$ cat src/rtl/muldiv_arbiter.sv
// Purpose: round-robin sharing of one iterative mul/div unit between two requesters, one operation in flight.
// Latency: grant at T, md_enable at T+1, resp_valid the cycle after md_ready (reuse hit: resp_valid at T+1).
// Backpressure: response held in RESP until resp_ready or kill of the owner; no new grant until back in IDLE.
//
// Ports:
//   clk, rst (async, active-low)
//   req_valid/req_ready[1:0], req{0,1}_op/_rdata1/_rdata2 : request side, req_ready pulses in the grant cycle
//   kill[1:0]                   : owner flush, suppresses that requester's pending response
//   resp_valid/resp_ready[1:0], resp_result : response side, one shared result bus
//   md_enable/md_op/md_rdata1/md_rdata2, md_result/md_ready : iterative unit interface
//   busy                        : arbiter not idle
// Optional: define MULDIV_ARB_REUSE_EN to add a one-entry last-result cache that bypasses the unit on a hit.

module muldiv_arbiter #(
   parameter int XLEN = 32,
   parameter int OPW  = 8
) (
   input  logic            clk,
   input  logic            rst,
   input  logic [1:0]      req_valid,
   output logic [1:0]      req_ready,
   input  logic [OPW-1:0]  req0_op,
   input  logic [XLEN-1:0] req0_rdata1,
   input  logic [XLEN-1:0] req0_rdata2,
   input  logic [OPW-1:0]  req1_op,
   input  logic [XLEN-1:0] req1_rdata1,
   input  logic [XLEN-1:0] req1_rdata2,
   input  logic [1:0]      kill,
   output logic [1:0]      resp_valid,
   input  logic [1:0]      resp_ready,
   output logic [XLEN-1:0] resp_result,
   output logic            md_enable,
   output logic [OPW-1:0]  md_op,
   output logic [XLEN-1:0] md_rdata1,
   output logic [XLEN-1:0] md_rdata2,
   input  logic [XLEN-1:0] md_result,
   input  logic            md_ready,
   output logic            busy
);

   typedef enum logic [1:0] {
      IDLE  = 2'd0,
      ISSUE = 2'd1,
      BUSY  = 2'd2,
      RESP  = 2'd3
   } state_t;

   state_t          state_q, state_d;
   logic            rr_ptr_q, rr_ptr_d;
   logic            owner_q, owner_d;
   logic            killed_q, killed_d;
   logic [OPW-1:0]  op_q;
   logic [XLEN-1:0] rdata1_q, rdata2_q, result_q;

   logic            grant_vld;
   logic            grant_idx;
   logic [OPW-1:0]  grant_op;
   logic [XLEN-1:0] grant_rdata1, grant_rdata2;
   logic            owner_kill;
   logic            lat_en;
   logic            res_en;
   logic [XLEN-1:0] res_d;
   logic            hit;
   logic [XLEN-1:0] hit_result;

   // rr_ptr only breaks ties; a lone requester always wins.
   assign grant_vld    = (state_q == IDLE) && (req_valid != 2'b00);
   assign grant_idx    = (req_valid == 2'b11) ? rr_ptr_q : req_valid[1];
   assign grant_op     = grant_idx ? req1_op     : req0_op;
   assign grant_rdata1 = grant_idx ? req1_rdata1 : req0_rdata1;
   assign grant_rdata2 = grant_idx ? req1_rdata2 : req0_rdata2;
   assign owner_kill   = kill[owner_q];

`ifdef MULDIV_ARB_REUSE_EN
   logic            cache_vld_q;
   logic [OPW-1:0]  cache_op_q;
   logic [XLEN-1:0] cache_rdata1_q, cache_rdata2_q, cache_result_q;

   assign hit = cache_vld_q && (cache_op_q == grant_op) &&
                (cache_rdata1_q == grant_rdata1) && (cache_rdata2_q == grant_rdata2);
   assign hit_result = cache_result_q;

   // Killed completions are still architecturally valid results, so they refill the cache too.
   always_ff @(posedge clk or negedge rst) begin
      if (!rst) begin
         cache_vld_q    <= 1'b0;
         cache_op_q     <= '0;
         cache_rdata1_q <= '0;
         cache_rdata2_q <= '0;
         cache_result_q <= '0;
      end else if ((state_q == BUSY) && md_ready) begin
         cache_vld_q    <= 1'b1;
         cache_op_q     <= op_q;
         cache_rdata1_q <= rdata1_q;
         cache_rdata2_q <= rdata2_q;
         cache_result_q <= md_result;
      end
   end
`else
   assign hit        = 1'b0;
   assign hit_result = '0;
`endif

   always_comb begin
      state_d    = state_q;
      rr_ptr_d   = rr_ptr_q;
      owner_d    = owner_q;
      killed_d   = killed_q;
      req_ready  = 2'b00;
      resp_valid = 2'b00;
      lat_en     = 1'b0;
      res_en     = 1'b0;
      res_d      = md_result;
      case (state_q)
         IDLE: begin
            if (grant_vld) begin
               req_ready[grant_idx] = 1'b1;
               lat_en  = 1'b1;
               owner_d = grant_idx;
               if (hit) begin
                  state_d = RESP;
                  res_en  = 1'b1;
                  res_d   = hit_result;
               end else begin
                  state_d = ISSUE;
               end
            end
         end
         ISSUE: begin
            killed_d = killed_q | owner_kill;
            state_d  = BUSY;
         end
         BUSY: begin
            // The unit cannot be aborted: a kill only marks the result for discard.
            killed_d = killed_q | owner_kill;
            if (md_ready) begin
               if (killed_q || owner_kill) begin
                  state_d  = IDLE;
                  rr_ptr_d = ~owner_q;
               end else begin
                  state_d = RESP;
                  res_en  = 1'b1;
               end
            end
         end
         RESP: begin
            if (owner_kill) begin
               state_d  = IDLE;
               rr_ptr_d = ~owner_q;
            end else begin
               resp_valid[owner_q] = 1'b1;
               if (resp_ready[owner_q]) begin
                  state_d  = IDLE;
                  rr_ptr_d = ~owner_q;
               end
            end
         end
         default: state_d = IDLE;
      endcase
      if (state_d == IDLE) killed_d = 1'b0;
   end

   always_ff @(posedge clk or negedge rst) begin
      if (!rst) begin
         state_q  <= IDLE;
         rr_ptr_q <= 1'b0;
         owner_q  <= 1'b0;
         killed_q <= 1'b0;
         op_q     <= '0;
         rdata1_q <= '0;
         rdata2_q <= '0;
         result_q <= '0;
      end else begin
         state_q  <= state_d;
         rr_ptr_q <= rr_ptr_d;
         owner_q  <= owner_d;
         killed_q <= killed_d;
         if (lat_en) begin
            op_q     <= grant_op;
            rdata1_q <= grant_rdata1;
            rdata2_q <= grant_rdata2;
         end
         if (res_en) result_q <= res_d;
      end
   end

   assign md_enable   = (state_q == ISSUE);
   assign md_op       = op_q;
   assign md_rdata1   = rdata1_q;
   assign md_rdata2   = rdata2_q;
   assign resp_result = result_q;
   assign busy        = (state_q != IDLE);

endmodule
$ cat config.mk
export PLATFORM = sky130hd
export DESIGN_NAME = muldiv_arbiter
export DESIGN_NICKNAME = d
export VERILOG_FILES = /design/src/rtl/muldiv_arbiter.sv
export SDC_FILE = /design/constraint.sdc
export NUM_CORES = 1
export LEC_CHECK = 0
export CAP_MARGIN = 20
export CELL_PAD_IN_SITES_DETAIL_PLACEMENT = 1
export CELL_PAD_IN_SITES_GLOBAL_PLACEMENT = 1
export CORE_ASPECT_RATIO = 2
export CORE_MARGIN = 4
export CORE_UTILIZATION = 27
export DETAILED_ROUTE_END_ITERATION = 6
export PLACE_DENSITY = 0.82
export SETUP_SLACK_MARGIN = 0.2
export SLEW_MARGIN = 20
export SYNTH_ARGS = -nofsm -noshare
export SYNTH_HDL_FRONTEND = slang
export SYNTH_SLANG_ARGS = --single-unit
$ cat constraint.sdc
create_clock -name clk -period 2.2 [get_ports clk]
set_input_delay 0.22 -clock clk [delete_from_list [all_inputs] [get_ports clk]]
set_output_delay 0.22 -clock clk [all_outputs]
set_load 0.05 [all_outputs]
==> results.toml, run 1 <==
[status]
status = "completed"

[grt]
grt_pass1_wl_um = 28600
grt_max_degree = 74
grt_pass1_vias = 5213
grt_usage_pct = 19.6
antenna_found_initial = 1
grt.overflow.total = 0

[worst_setup_path]
slowest_delay_ns = 0.44
path_cells = "inv_2 -> ha_4 -> nand2_1 -> a21oi_4 -> buf_12 -> buf_12"
crit_family = "flip-flops"
crit_fanout = 11
cp-start-kind = "flip-flop"
critPathArrivalTime_ns = 1.70
cp_slowest_cell = "dfrtp_2"
path_buf_inv = 3
crit_path_frequent_cell = "buf_12"
end_kind = "output port"
cp_data_required_time_ns = 1.98
critical_path_class = "flip-flop to output port"

[route]
first_pass_iters = 5
vias_per_cell = 5.10
vias = 4397
routedWlPerCell_um = 22.0
drc = 0
drtIter0Drc = 292
ant_nets = 0
wl_um = 19000

[floorplanning]
fp.dieH_um = 191
initial_core_util_pct = 27.6
design.core.area_sq_um = 16400
io_pins = 295
die_w_um = 99.4
dieArea_sq_um = 18900
row_count = 66

[cts]
cts_buffers = 9
clk_pin_slew_worst_paths_ns = 0.07
worstSkewPairLatency_ns = 0.34
cts_tree = "done"
root_buffer = "clkbuf_16"
clockBufferDepth = 2
cts.sinks = 109
htreeDepth = 3

[synth]
syn_area_sq_um = 4510
synth_edf_count = 0
synthesis.nets = 543
synthFlopType = "dfrtp_1"
yosysUniqueCellTypes = 31
yosysWarnings = 0
yosys_register_bits = 109
ys_seq_area_share_pct = 60.5
async_reset_ff_share_pct = 100
synth.avg_cell_area_sq_um = 12.7
syn_inst = 354

[finish]
multiInputGateArea_sq_um = 1410
mostFrequentLayoutCell = "clkdlybuf4s50_1"
fillers = 1713
drive_above_1_share_pct = 12.8
layout_common_cells = "287 x clkdlybuf4s50_1, 108 x dfrtp_1, 76 x inv_1"
fin_nets = 842
area_growth_pct = 82.5
seq_area_sq_um = 2730

[power_and_ir_drop]
p_sw_mw = 6.70
p_comb_share_pct = 60.3
power_mw = 13.8
powerDensity_nw_per_um2 = 1680
vdd_drop_max_uv = 725
leakage_nw = 3.71
p_int_mw = 7.13
sw_frac_of_total_pct = 48.5
p_clk_share_pct = 13.5
pwr-share-seq_pct = 26.2

[timing]
holdWs_ns = 0.454
post-route-period-util_pct = 87.1
finalMaxSlewViolations = 0
tns_ns = 0
period_minus_slack_ns = 1.92
finalHoldViolations = 0
clock_skew_ns = 0.00856
rsz0062_at_grt = "false"
worst_pin_slew_ns = 0.689
slew_headroom_pct = 54.1
setup_viol = 0
max_freq_mhz = 522

[place]
portBuffers = 294
gp_congestion = 0.770
dp_hpwl_um = 14500

[hold_path]
hold_path.class = "input port to async pin"

[job]
drv_cap = 0
logic make-up (layout without fill, tap and decap cells):
group / Yosys count / after routing / share of synthesized area, %
adders and majority gates: 4 / 4 / 1.11
buffers and inverters: 103 / 407 / 9.13
muxes: 34 / 34 / 8.55
and+or+nand+nor: 19 / 19 / 2.67
AOI/OAI and AO/OA: 85 / 85 / 18.0
other: 0 / 1 / 0
DFF: 109 / 109 / 60.5
cell type report:
class                   instances  share of cell area (%)
clock inverters                 4                    1.16
clock buffers                  12                    3.00
multi-input cells             142                    17.2
repair buffers                313                    38.8
diodes                          1                  0.0304
well taps                     204                    3.10
inverters                      78                    3.56
flip-flops and latches        109                    33.2
final timing paths:
| path | from | to | slack (ns) | cells past startpoint |
|---|---|---|---|---|
| setup / recovery | state_q[0] | req_ready[0] | 0.28 | 6 |
| hold / removal | rst | md_rdata2[0] | 0.45 | 2 |
| setup reg to reg | state_q[0] | killed_q | 0.31 | 5 |
| hold reg to reg | resp_result[12] | resp_result[12] | 0.50 | 1 |
| max in group asynchronous | rst | md_op[5] | 0.93 | 3 |
| min in group clk | req1_rdata2[30] | md_rdata2[30] | 0.47 | 3 |
synth_stat cells, types with 2 or more instances:
cell	instances	share of area (%)
a21oi_1	4	0.44
a222oi_1	72	16
buf_2	2	0.22
buf_6	3	0.75
clkbuf_1	20	1.7
dfrtp_1	109	61
ha_1	4	1.1
inv_1	78	6.5
mux2_2	32	8.0
nand2_1	5	0.42
nor2_1	3	0.25
o22ai_1	2	0.28
or2_2	2	0.28
power by group through the flow:
stage	clock network, mW	registers, mW	logic [mW]
6_report	1.87	3.62	8.33
5_1_grt	2.00	3.75	8.74
4_1_cts	1.92	3.62	8.32
3_5_place_dp	0	3.63	8.27
3_3_place_gp	0	3.56	8.08
2_1_floorplan	0	6.81	1.82
metal layers:
| metal | track usage (%) | vias to the layer above | routed length [um] |
|---|---|---|---|
| met5 | 0 | - | 0 |
| met4 | 8.84 | 0 | 678 |
| met3 | 4.83 | 32 | 1160 |
| met2 | 38.1 | 205 | 11200 |
| met1 | 18.8 | 2229 | 6030 |
| li1 | - | 1931 | - |
timing repair:
action,in CTS,in global routing
setup endpoints to repair,3,38
setup buffers,1,5
gates cloned,0,1
gates resized for setup,5,4
hold buffers,1,0
endpoints found under the hold margin,49,0
metrics by stage:
| stage | cells | worst slack, ns | util (%) | instance area (sq um) |
|---|---|---|---|---|
| 2_1_floorplan | 354 | 0.224 | - | 4510 |
| 3_3_place_gp | 838 | 0.273 | 47.6 | 7770 |
| 3_5_place_dp | 838 | 0.228 | 47.6 | 7770 |
| 4_1_cts | 856 | 0.0638 | 49.8 | 8150 |
| 5_1_grt | 863 | 0.205 | 50.3 | 8220 |
| 6_report | 863 | 0.283 | 50.3 | 8220 |
state kept, by name, indices dropped and copies added (netlist names):
name,cells
state_q,2
md_rdata2,32
md_op,8
killed_q,1
rr_ptr_q,1
resp_result,32
owner_q,1
md_rdata1,32
Power figures use the tool's default switching activity.
==> run 2: changes to the inputs <==
--- a/config.mk
+++ b/config.mk
@@ -14,7 +14,6 @@
 export DETAILED_ROUTE_END_ITERATION = 6
 export PLACE_DENSITY = 0.82
 export SETUP_SLACK_MARGIN = 0.2
-export SLEW_MARGIN = 20
 export SYNTH_ARGS = -nofsm -noshare
 export SYNTH_HDL_FRONTEND = slang
 export SYNTH_SLANG_ARGS = --single-unit
==> results of run 2 <==
The final DEF is identical to that of run 1; final timing and power are the same.
==> run 3: changes to the inputs <==
--- a/config.mk
+++ b/config.mk
@@ -14,6 +14,7 @@
 export DETAILED_ROUTE_END_ITERATION = 6
 export PLACE_DENSITY = 0.82
 export SETUP_SLACK_MARGIN = 0.2
+export SLEW_MARGIN = 25
 export SYNTH_ARGS = -nofsm -noshare
 export SYNTH_HDL_FRONTEND = slang
 export SYNTH_SLANG_ARGS = --single-unit
==> results of run 3 <==
The final DEF is identical to that of run 1; final timing and power are the same.
